## src/rtl/sha3_pkg.sv

```systemverilog
// Shared constants and types for the SHA-3 absorb-side padding logic.
package sha3_pkg;

  localparam int         STATE_SIZE = 1600;
  localparam int         Z_WIDTH    = 64;
  localparam logic [7:0] END_PAD    = 8'h80;

  typedef enum logic {
    COLLECT = 1'b0,
    EMIT    = 1'b1
  } pad_state_t;

  // Number of valid bytes in a final word; anything above 8 means a full word.
  function automatic logic [3:0] clamp_bytes(input logic [3:0] n);
    return (n > 4'd8) ? 4'd8 : n;
  endfunction

endpackage

```

## src/rtl/sha3_pad_word.sv

```systemverilog
// Masks the final message word to its valid bytes and drops the domain pad
// byte into the first free byte position. Byte 0 is the most significant byte.
// A full word (n=8) gets no pad byte here; the block level places it.
module sha3_pad_word
  import sha3_pkg::*;
(
  input  logic [Z_WIDTH-1:0] word_in,
  input  logic [3:0]         num_bytes,
  input  logic [7:0]         pad_byte,
  output logic [Z_WIDTH-1:0] word_out
);

  logic [3:0] n_eff;

  // Keep bytes below n, put the pad byte at byte n, zero the rest.
  always_comb begin
    n_eff    = clamp_bytes(num_bytes);
    word_out = '0;
    for (int j = 0; j < 8; j++) begin
      if (4'(j) < n_eff) begin
        word_out[Z_WIDTH-1-8*j -: 8] = word_in[Z_WIDTH-1-8*j -: 8];
      end else if (4'(j) == n_eff) begin
        word_out[Z_WIDTH-1-8*j -: 8] = pad_byte;
      end
    end
  end

endmodule

```

## src/rtl/sha3_padding_unit.sv

```systemverilog
// Collects 64-bit message words into one rate block, applies pad10*1 with the
// domain byte and hands each block to the permutation with a one-cycle pulse.
//
// Handshakes:
//   input side : a word transfers on a CE cycle where DATA_VALID and
//                DATA_READY are both high; the source holds the word otherwise.
//   output side: VALID_MESSAGE_FROM_PADDING is a single-cycle pulse; OUT is
//                registered and stays stable while the block waits. A block is
//                only released once the permutation has been seen busy since
//                the previous hand-off and is currently idle.
module sha3_padding_unit
  import sha3_pkg::*;
#(
  parameter int         R_BLOCK_SIZE = 1152,
  parameter logic [7:0] DOMAIN_PAD   = 8'h06
) (
  input  logic                    CLK,
  input  logic                    A_RST_N,
  input  logic                    CE,
  input  logic [Z_WIDTH-1:0]      DATA_IN,
  input  logic                    DATA_VALID,
  input  logic                    LAST_WORD,
  input  logic [3:0]              LAST_NUM_BYTES,
  output logic                    DATA_READY,
  input  logic                    PERMUTATION_PROCESSING,
  output logic [R_BLOCK_SIZE-1:0] OUT,
  output logic                    VALID_MESSAGE_FROM_PADDING,
  output logic                    LAST_MESSAGE_FROM_PADDING,
  output pad_state_t              dbg_state
);

  localparam int W  = R_BLOCK_SIZE / Z_WIDTH;
  localparam int CW = $clog2(W);

  pad_state_t              state_q, state_d;
  logic [CW-1:0]           cnt_q, cnt_d;
  logic [R_BLOCK_SIZE-1:0] out_q, out_d;
  logic                    last_q, last_d;
  logic                    extra_q, extra_d;
  logic                    busy_seen_q, busy_seen_d;

  logic                    accept;
  logic                    pulse;
  logic                    cnt_full;
  logic [3:0]              n_eff;
  logic [Z_WIDTH-1:0]      pad_word;
  logic [Z_WIDTH-1:0]      cur_word;
  logic                    wr_next;
  logic                    set_end;

  sha3_pad_word u_pad_word (
    .word_in   (DATA_IN),
    .num_bytes (LAST_NUM_BYTES),
    .pad_byte  (DOMAIN_PAD),
    .word_out  (pad_word)
  );

  assign accept    = CE && DATA_VALID && (state_q == COLLECT);
  assign pulse     = CE && (state_q == EMIT) && busy_seen_q && !PERMUTATION_PROCESSING;
  assign cnt_full  = (cnt_q == CW'(W - 1));
  assign n_eff     = clamp_bytes(LAST_NUM_BYTES);
  assign cur_word  = LAST_WORD ? pad_word : DATA_IN;

  assign DATA_READY                 = (state_q == COLLECT);
  assign VALID_MESSAGE_FROM_PADDING = pulse;
  assign LAST_MESSAGE_FROM_PADDING  = pulse && last_q;
  assign OUT                        = out_q;
  assign dbg_state                  = state_q;

  // Next-state logic: word collection, padding, block release and busy tracking.
  always_comb begin
    state_d     = state_q;
    cnt_d       = cnt_q;
    out_d       = out_q;
    last_d      = last_q;
    extra_d     = extra_q;
    busy_seen_d = busy_seen_q;
    wr_next     = 1'b0;
    set_end     = 1'b0;

    if (accept) begin
      // Per-word write enable: only slot cnt takes the incoming word.
      for (int s = 0; s < W; s++) begin
        if (CW'(s) == cnt_q) begin
          out_d[R_BLOCK_SIZE-1-Z_WIDTH*s -: Z_WIDTH] = cur_word;
        end
      end

      if (!LAST_WORD) begin
        if (cnt_full) begin
          state_d = EMIT;
          last_d  = 1'b0;
        end else begin
          cnt_d = cnt_q + 1'b1;
        end
      end else begin
        state_d = EMIT;
        if ((n_eff == 4'd8) && cnt_full) begin
          // Block is full of message bytes; padding goes into an extra block.
          last_d  = 1'b0;
          extra_d = 1'b1;
        end else begin
          last_d  = 1'b1;
          set_end = 1'b1;
          // A full final word pushes the pad byte to the start of the next slot.
          wr_next = (n_eff == 4'd8);
        end
      end

      for (int s = 1; s < W; s++) begin
        if (wr_next && (CW'(s - 1) == cnt_q)) begin
          out_d[R_BLOCK_SIZE-1-Z_WIDTH*s -: Z_WIDTH] = {DOMAIN_PAD, {(Z_WIDTH-8){1'b0}}};
        end
      end

      if (set_end) begin
        out_d[7:0] = out_d[7:0] | END_PAD;
      end
    end

    if (pulse) begin
      busy_seen_d = 1'b0;
      if (extra_q) begin
        out_d                       = '0;
        out_d[R_BLOCK_SIZE-1 -: 8]  = DOMAIN_PAD;
        out_d[7:0]                  = END_PAD;
        last_d                      = 1'b1;
        extra_d                     = 1'b0;
      end else begin
        out_d   = '0;
        cnt_d   = '0;
        last_d  = 1'b0;
        state_d = COLLECT;
      end
    end

    if (CE && PERMUTATION_PROCESSING) begin
      busy_seen_d = 1'b1;
    end
  end

  // State registers with asynchronous active-low reset.
  always_ff @(posedge CLK or negedge A_RST_N) begin
    if (!A_RST_N) begin
      state_q     <= COLLECT;
      cnt_q       <= '0;
      out_q       <= '0;
      last_q      <= 1'b0;
      extra_q     <= 1'b0;
      busy_seen_q <= 1'b1;
    end else begin
      state_q     <= state_d;
      cnt_q       <= cnt_d;
      out_q       <= out_d;
      last_q      <= last_d;
      extra_q     <= extra_d;
      busy_seen_q <= busy_seen_d;
    end
  end

endmodule
```

## config.mk

```make
export PLATFORM = sky130hd
export DESIGN_NAME = sha3_padding_unit
export DESIGN_NICKNAME = d
export VERILOG_FILES = /design/src/rtl/sha3_pkg.sv /design/src/rtl/sha3_pad_word.sv /design/src/rtl/sha3_padding_unit.sv
export SDC_FILE = /design/constraint.sdc
export NUM_CORES = 1
export LEC_CHECK = 0
export CORE_AREA = 2 2 476 478
export DETAILED_ROUTE_END_ITERATION = 10
export DIE_AREA = 0 0 478 480
export PLACE_DENSITY_LB_ADDON = 0.25
export SYNTH_ARGS = -nofsm -noshare
export SYNTH_HDL_FRONTEND = slang
export SYNTH_HIERARCHICAL = 1
export SYNTH_SLANG_ARGS = --single-unit
```

## constraint.sdc

```tcl
create_clock -name CLK -period 2.05 [get_ports CLK]
set_clock_uncertainty 0.2 [all_clocks]
set_input_delay 0.41 -clock CLK [delete_from_list [all_inputs] [get_ports CLK]]
set_output_delay 0.41 -clock CLK [all_outputs]
set_load 0.02 [all_outputs]
```

Yosys cells after proc, flatten, opt, wreduce, memory -nomap -nowiden
Index checks and enable logic that the tools add are counted.
Cells by class
  muxes and demuxes: 85
  equality and inequality tests: 26
  order comparisons: 9
  reductions and logical operators: 70
  add/sub/neg operators: 1
  bitwise operators: 1
Operator list (number)
  2-to-1 mux 1152 bit: 2
  2-to-1 mux 64 bit: 36
  2-to-1 mux 1147 bit: 1
  2-to-1 mux 8 bit: 9
  nonzero test 3 bit: 18
  equality test 4 x 5 -> 1 bit, first input constant: 8
  AND reduction 2 bit: 20
  logical AND 1 bit: 25
  2-to-1 mux 5 bit: 5
  2-to-1 mux 3 bit: 8
  2-to-1 mux 1 bit: 23
  equality test 3 x 5 -> 1 bit, first input constant: 4
  equality test 3 x 4 -> 1 bit, first input constant: 4
  less-than comparator 3 x 4 -> 1 bit, first input constant: 4
  equality test 2 x 5 -> 1 bit, first input constant: 2
  equality test 5 bit, first input constant: 2
  equality test 2 x 4 -> 1 bit, first input constant: 2
  less-than comparator 1 x 4 -> 1 bit, first input constant: 2
  less-than comparator 2 x 4 -> 1 bit, first input constant: 2
  nonzero test 2 bit: 3
  adder 5 x 1 -> 5 bit, second input constant: 1
  equality test 1 x 5 -> 1 bit, first input constant: 1
  equality test 5 bit, second input constant: 1
  logical NOT 5 bit: 1
  other kinds (8): 8
Word-level totals
  flip-flop bits (word level): 1161
  input bits: 74
  word-level logic and storage cells: 217
  output and inout bits: 1156

Logic depth before layout (Yosys ltp)
  depth after elaboration: 12
  mapped depth: 11

Cells and area by module
Netlist, hierarchy kept.
By module, submodules not included
  sha3_padding_unit: cells an instance 3922, instances 1, area each 45793.9 um^2
  sha3_pad_word: cells an instance 176, instances 1, area each 1021.0 um^2

Worst setup path after synthesis
OpenSTA, ideal clock, no wires.
  kind: input to register
  from: input LAST_NUM_BYTES[2]
  to: register out_q[248] (netlist: OUT[248])
  setup slack: -0.449 ns
  required time: 1.729 ns
  path buffers: 2
  cell stages on the path: 8
  arrival: 2.178 ns
  setup time: 0.121 ns
  path through: or2_1 buf_6 nor3_4 mux2_2 mux2_2 and2_1 clkbuf_1 a22o_1
Between the ends
  elaborated cells on any way between the ends: 17
  those cells by class: order compare: 2; eq/ne: 1; mux: 10; reduce/logical: 4
RTL lines
  start: declaration: line sha3_padding_unit.sv:23  | input logic [3:0] LAST_NUM_BYTES,
  > comparator 4 bit: line sha3_pkg.sv:15  | return (n > 4'd8) ? 4'd8 : n;
  2-to-1 mux 4 bit (*): line sha3_pkg.sv:15
  less-than comparator 1 x 4 -> 1 bit (*): line sha3_pad_word.sv:20  | if (4'(j) < n_eff) begin
  2-to-1 mux 8 bit (*): line sha3_pad_word.sv:20
  named net pad_word[56]: line sha3_padding_unit.sv:46  | logic [Z_WIDTH-1:0] pad_word;
  2-to-1 mux 64 bit (*): line sha3_padding_unit.sv:62  | assign cur_word = LAST_WORD ? pad_word : DATA_IN;
  2-to-1 mux 64 bit (*): line sha3_padding_unit.sv:84  | if (CW'(s) == cnt_q) begin
  2-to-1 mux 64 bit (*): line sha3_padding_unit.sv:111  | if (wr_next && (CW'(s - 1) == cnt_q)) begin
  2-to-1 mux 1152 bit (*): line sha3_padding_unit.sv:81  | if (accept) begin
  2-to-1 mux 1152 bit (*): line sha3_padding_unit.sv:121  | if (pulse) begin
  end signal: assignment: line sha3_padding_unit.sv:154  | out_q <= out_d;
  end: declaration: line sha3_padding_unit.sv:37  | logic [R_BLOCK_SIZE-1:0] out_q, out_d;
The timed path passes the listed nets; every way through them passes the cells marked *. The select of a mux whose other input is x is not followed.
A chain may end at the register's enable or synchronous reset.

Worst setup path after layout
  from: register busy_seen_q
  to: output LAST_MESSAGE_FROM_PADDING
Between the ends
  cells in the longest elaborated chain, start to end: 3
RTL lines
  start: declaration: line sha3_padding_unit.sv:40  | logic busy_seen_q, busy_seen_d;
  start signal: assignment: line sha3_padding_unit.sv:157  | busy_seen_q <= busy_seen_d;
  logical AND 1 bit (2 in series): line sha3_padding_unit.sv:59  | assign pulse = CE && (state_q == EMIT) && busy_seen_q && !PERMUTATION_PROCESSING;
  logical AND 1 bit: line sha3_padding_unit.sv:66  | assign LAST_MESSAGE_FROM_PADDING = pulse && last_q;
  end: declaration: line sha3_padding_unit.sv:28  | output logic LAST_MESSAGE_FROM_PADDING,
No other way between the ends.

==> summary.md <==
| Metric | Value |
|---|---|
| Result of the run | complete, but fails checks |
| Vias per std cell | 4.910 |
| Final setup violating endpoints | ~1200 |
| Data arrival, critical path | 1.96 ns |
| CP required | roughly 1.4 ns |
| Cell types with the highest counts after synthesis | 1160 x sky130_fd_sc_hd__dfrtp_1, 699 x sky130_fd_sc_hd__nand2_1, 495 x sky130_fd_sc_hd__o31ai_1 |
| Height of the die | around 480 um |
| Maximum Capacitance Violations | 0 |
| Most instantiated library cell after synthesis | sky130_fd_sc_hd__dfrtp_1 |
| Reg2Reg Depth | 10 |
| Root buffer selected by CTS | sky130_fd_sc_hd__clkbuf_16 |
| Synth cell types | 63 |
| Number of synthesized register bits | approximately 1200 |
| R2R Path End | OUT[983]$_DFFE_PN0P_ |
| Fin nets | between 5000 and 6000 |
| Clock tree from TritonCTS | done |
| Met1 Usage GRT | 0.2978 |
| Largest fanout of any net on the critical path | 2 |
| H-tree levels | 4 |
| Initial DRT Pass Iterations | 5 |
| HP Class | input pin to flip-flop |
| Remaining antenna violation count | 0 |
| Portion of synthesized cell area occupied by the leading cell type | 0.6201 |
| Antenna violations before repair | 66 |
| Number of clock buffers inserted by TritonCTS | ~140 |
| Max VDD drop | about 0.00083 V |
| Top achievable clock speed | between 300 and 400 MHz |
| CP most frequent cell | sky130_fd_sc_hd__buf_12 |
| Worst Hold Slack | around 0.13 ns |
| Cells on Worst Hold Path | 4 |
| Crit path time final | ~2.6 ns |
| Worst-Skew Late Latency | between 0.8 and 0.9 ns |
| Number of hold-slack violations in the final timing report | 0 |
| List of cells traversed by the critical path | nand4b_4 > inv_4 > buf_12 > and2_4 > buf_12 |
| Library cell occupying the most area in the post-synthesis netlist | sky130_fd_sc_hd__dfrtp_1 |
| Total Wirelength | 300300 um |
| FF-to-FF setup slack | -0.31 ns |
| Violations in the final reports | negative setup slack |
| Async set-or-reset flop fraction in the synthesized netlist | 1.000 |
| Critical path's slowest cell | sky130_fd_sc_hd__dfstp_2 |
| Pwr/cell area | approximately 1300 mW/mm2 |
| Overall die area | ~0.23 mm2 |
| Total negative slack | -206.40 ns |
| Post-synthesis instance area | 0.04681 mm2 |
| Met3 GRT Util | 0.06627 |
| Beginning of the worst hold path | LAST_WORD |
| Fraction of layout cells with a size suffix above 1 | 0.4405 |
| Wire length of the first global-routing pass | 377100 um |
| Worst max-slew margin expressed relative to the limit | 0.4920 |
| Mean instance size in the synthesized netlist | 11.42 um2 |
| Standby leakage power | 0.03661 uW |
| Final max-slew violation count | 0 |
| GRT Overall Usage | 0.2363 |
| Final worst-path cycle share | 1.252 |
| Total number of placement rows | 174 |
| Via total after detailed routing | 43930 |
| Synth top area cells | sky130_fd_sc_hd__dfrtp_1 62%, sky130_fd_sc_hd__a22o_1 8.4%, sky130_fd_sc_hd__o31ai_1 7.9% |
| Crit path launch type | flip-flop |
| RR Startpoint | cnt_q[1]$_DFF_PN0_ |
| Vias in the first global route | about 42000 |
| Effective utilization at floorplan | 0.2090 |
| CTS max path bufs | 3 |
| WL/cell | between 30 and 40 um |
| Most utilized layer in the global route result | met2 |
| Die width | 478 um |
| Met2 Usage GRT | 0.3786 |
| I/O Buffers | 1229 |
| Number of placed I/O pins | roughly 1200 |
| Setup slack after layout | -0.5170 ns |
| Post-placement setup slack | -1.230 ns |
| Sequential fraction of the synthesis area | 0.6206 |
| DRC violation count after routing | 0 |
| Largest stage delay on the critical path | approximately 0.55 ns |
| Worst Max-Slew Pin Slew | ~0.76 ns |
| Pin count of the biggest net entering global routing | ~110 |
| Post-synth EDFFs | 0 |
| Most used flip-flop cell after synthesis | sky130_fd_sc_hd__dfrtp_1 |
| Post-Syn Instances | slightly above 4000 |
| Endpoint type of the worst setup path | output pin |
| DPL Wire Length | between 200000 and 250000 um |
| Critical path class | flip-flop to output pin |
| Placer congestion estimate | roughly 0.83 |
| TritonCTS Sinks | approximately 1200 |
| Setup repair after global routing missed its margin | true |
| Clock transition at the registers of the reported paths | approximately 0.060 ns |
| Number of synthesis warnings | 6 |
| P&R area growth vs syn | 62.78% |
| Placeable core area | about 0.22 mm2 |
| Count of routing violations after the opening detailed-route iteration | roughly 3700 |
| GR Overflow Total | 0 |
| Final total power | between 100000 and 150000 uW |
| Terminating pin of the worst hold path | dbg_state$_DFF_PN0_ |
==> flip-flops by register name, indices dropped and copies added, names as in the netlist <==
name	count
OUT	1152
busy_seen_q	1
cnt_q	5
dbg_state	1
extra_q	1
last_q	1
==> area by class of cell <==
class | count | area [um2]
Sequential cell | 1161 | 29090
Timing Repair Buffer | 2023 | 20950
Tap cell | 2992 | 3744
Clock buffer | 196 | 3964
Inverter | 8 | 37.54
Multi-Input combinational cell | 2479 | 17450
Clock inverter | 56 | 877.1
Fill cell | 22450 | 147800
Antenna cell | 33 | 82.58
==> cell families after synthesis <==
| group | after synthesis | share of synthesized area |
|---|---|---|
| AO/OA/AOI/OAI | 1266 | 0.2027 |
| XOR/XNOR | 2 | 0.0003742 |
| adder cells (fa/ha/maj) | 5 | 0.001336 |
| buffers and inverters | 478 | 0.04685 |
| flip-flops | 1161 | 0.6206 |
| multiplexers | 75 | 0.01796 |
| other | 2 | 0.0001604 |
| AND/OR/NAND/NOR | 1109 | 0.1100 |
==> power breakdown <==
group          total, uW  switching [uW]  internal [uW]
sequential         33900            5010          28900
clock              26200           11100          15100
combinational      40500           24000          16500
==> metal layers <==
metal	wire length, um	part of all wire	vias to the layer above
met1	123000	0.41	22940
met4	13230	0.044	12
met5	77	0.00026	-
met3	24470	0.081	466
met2	139500	0.46	2092
li1	-	-	18420
==> critical path, delay by kind of cell (launching register included) <==
family	cells	cell delay, ns
buffers and inverters	3	0.31
flip-flops	1	0.55
AND/OR/NAND/NOR	2	0.28
==> placed cells by master (no fill, tap or decap), types with 18 or more instances in the layout <==
master	instances
sky130_fd_sc_hd__dfrtp_1	1129
sky130_fd_sc_hd__mux2_2	40
sky130_fd_sc_hd__buf_12	270
sky130_fd_sc_hd__and2_4	70
sky130_fd_sc_hd__mux2_4	32
sky130_fd_sc_hd__dfrtp_2	31
sky130_fd_sc_hd__buf_8	18
sky130_fd_sc_hd__o21ai_0	120
sky130_fd_sc_hd__nand4_1	126
sky130_fd_sc_hd__o21ai_2	33
sky130_fd_sc_hd__buf_4	501
sky130_fd_sc_hd__nand3_1	136
sky130_fd_sc_hd__o31ai_4	24
sky130_fd_sc_hd__buf_2	525
sky130_fd_sc_hd__clkdlybuf4s50_1	67
sky130_fd_sc_hd__o31ai_2	80
sky130_fd_sc_hd__nand2_2	27
sky130_fd_sc_hd__o21ai_1	106
sky130_fd_sc_hd__o31ai_1	391
sky130_fd_sc_hd__clkbuf_1	31
sky130_fd_sc_hd__clkinv_2	23
sky130_fd_sc_hd__buf_6	561
sky130_fd_sc_hd__clkbuf_16	191
sky130_fd_sc_hd__clkbuf_8	25
sky130_fd_sc_hd__diode_2	33
sky130_fd_sc_hd__nand2_1	668
sky130_fd_sc_hd__a22o_1	451
==> per-stage QoR <==
stage               cell area, um2  std cells  utilization
finish                       76200       8948       0.3402
global route                 76180       8940       0.3401
CTS                          72190       8770       0.3223
detailed placement           68430       8405       0.3055
global placement             68430       8405       0.3055
floorplan                    47630       4104            -
==> worst max-delay path by stage <==
stage               slack, ns                     from                        end
finish                  -0.52  busy_seen_q$_DFFE_PN1P_  LAST_MESSAGE_FROM_PADDING
CTS                     -0.62  busy_seen_q$_DFFE_PN1P_  LAST_MESSAGE_FROM_PADDING
floorplan               -0.42        LAST_NUM_BYTES[2]       OUT[248]$_DFFE_PN0P_
detailed placement      -1.23        LAST_NUM_BYTES[2]       OUT[506]$_DFFE_PN0P_
global placement        -1.23        LAST_NUM_BYTES[2]      OUT[1139]$_DFFE_PN0P_
global route            -0.63  busy_seen_q$_DFFE_PN1P_  LAST_MESSAGE_FROM_PADDING
==> repair_timing <==
action	in CTS	in global routing
gates resized for setup	5968	418
cloned	5	84
hold buffers	2	0
endpoints found under the setup margin	2296	1293
hold endpoints to repair	1162	0
buffers inserted	106	66
pin swaps	9	85
Power figures use the tool's default switching activity.
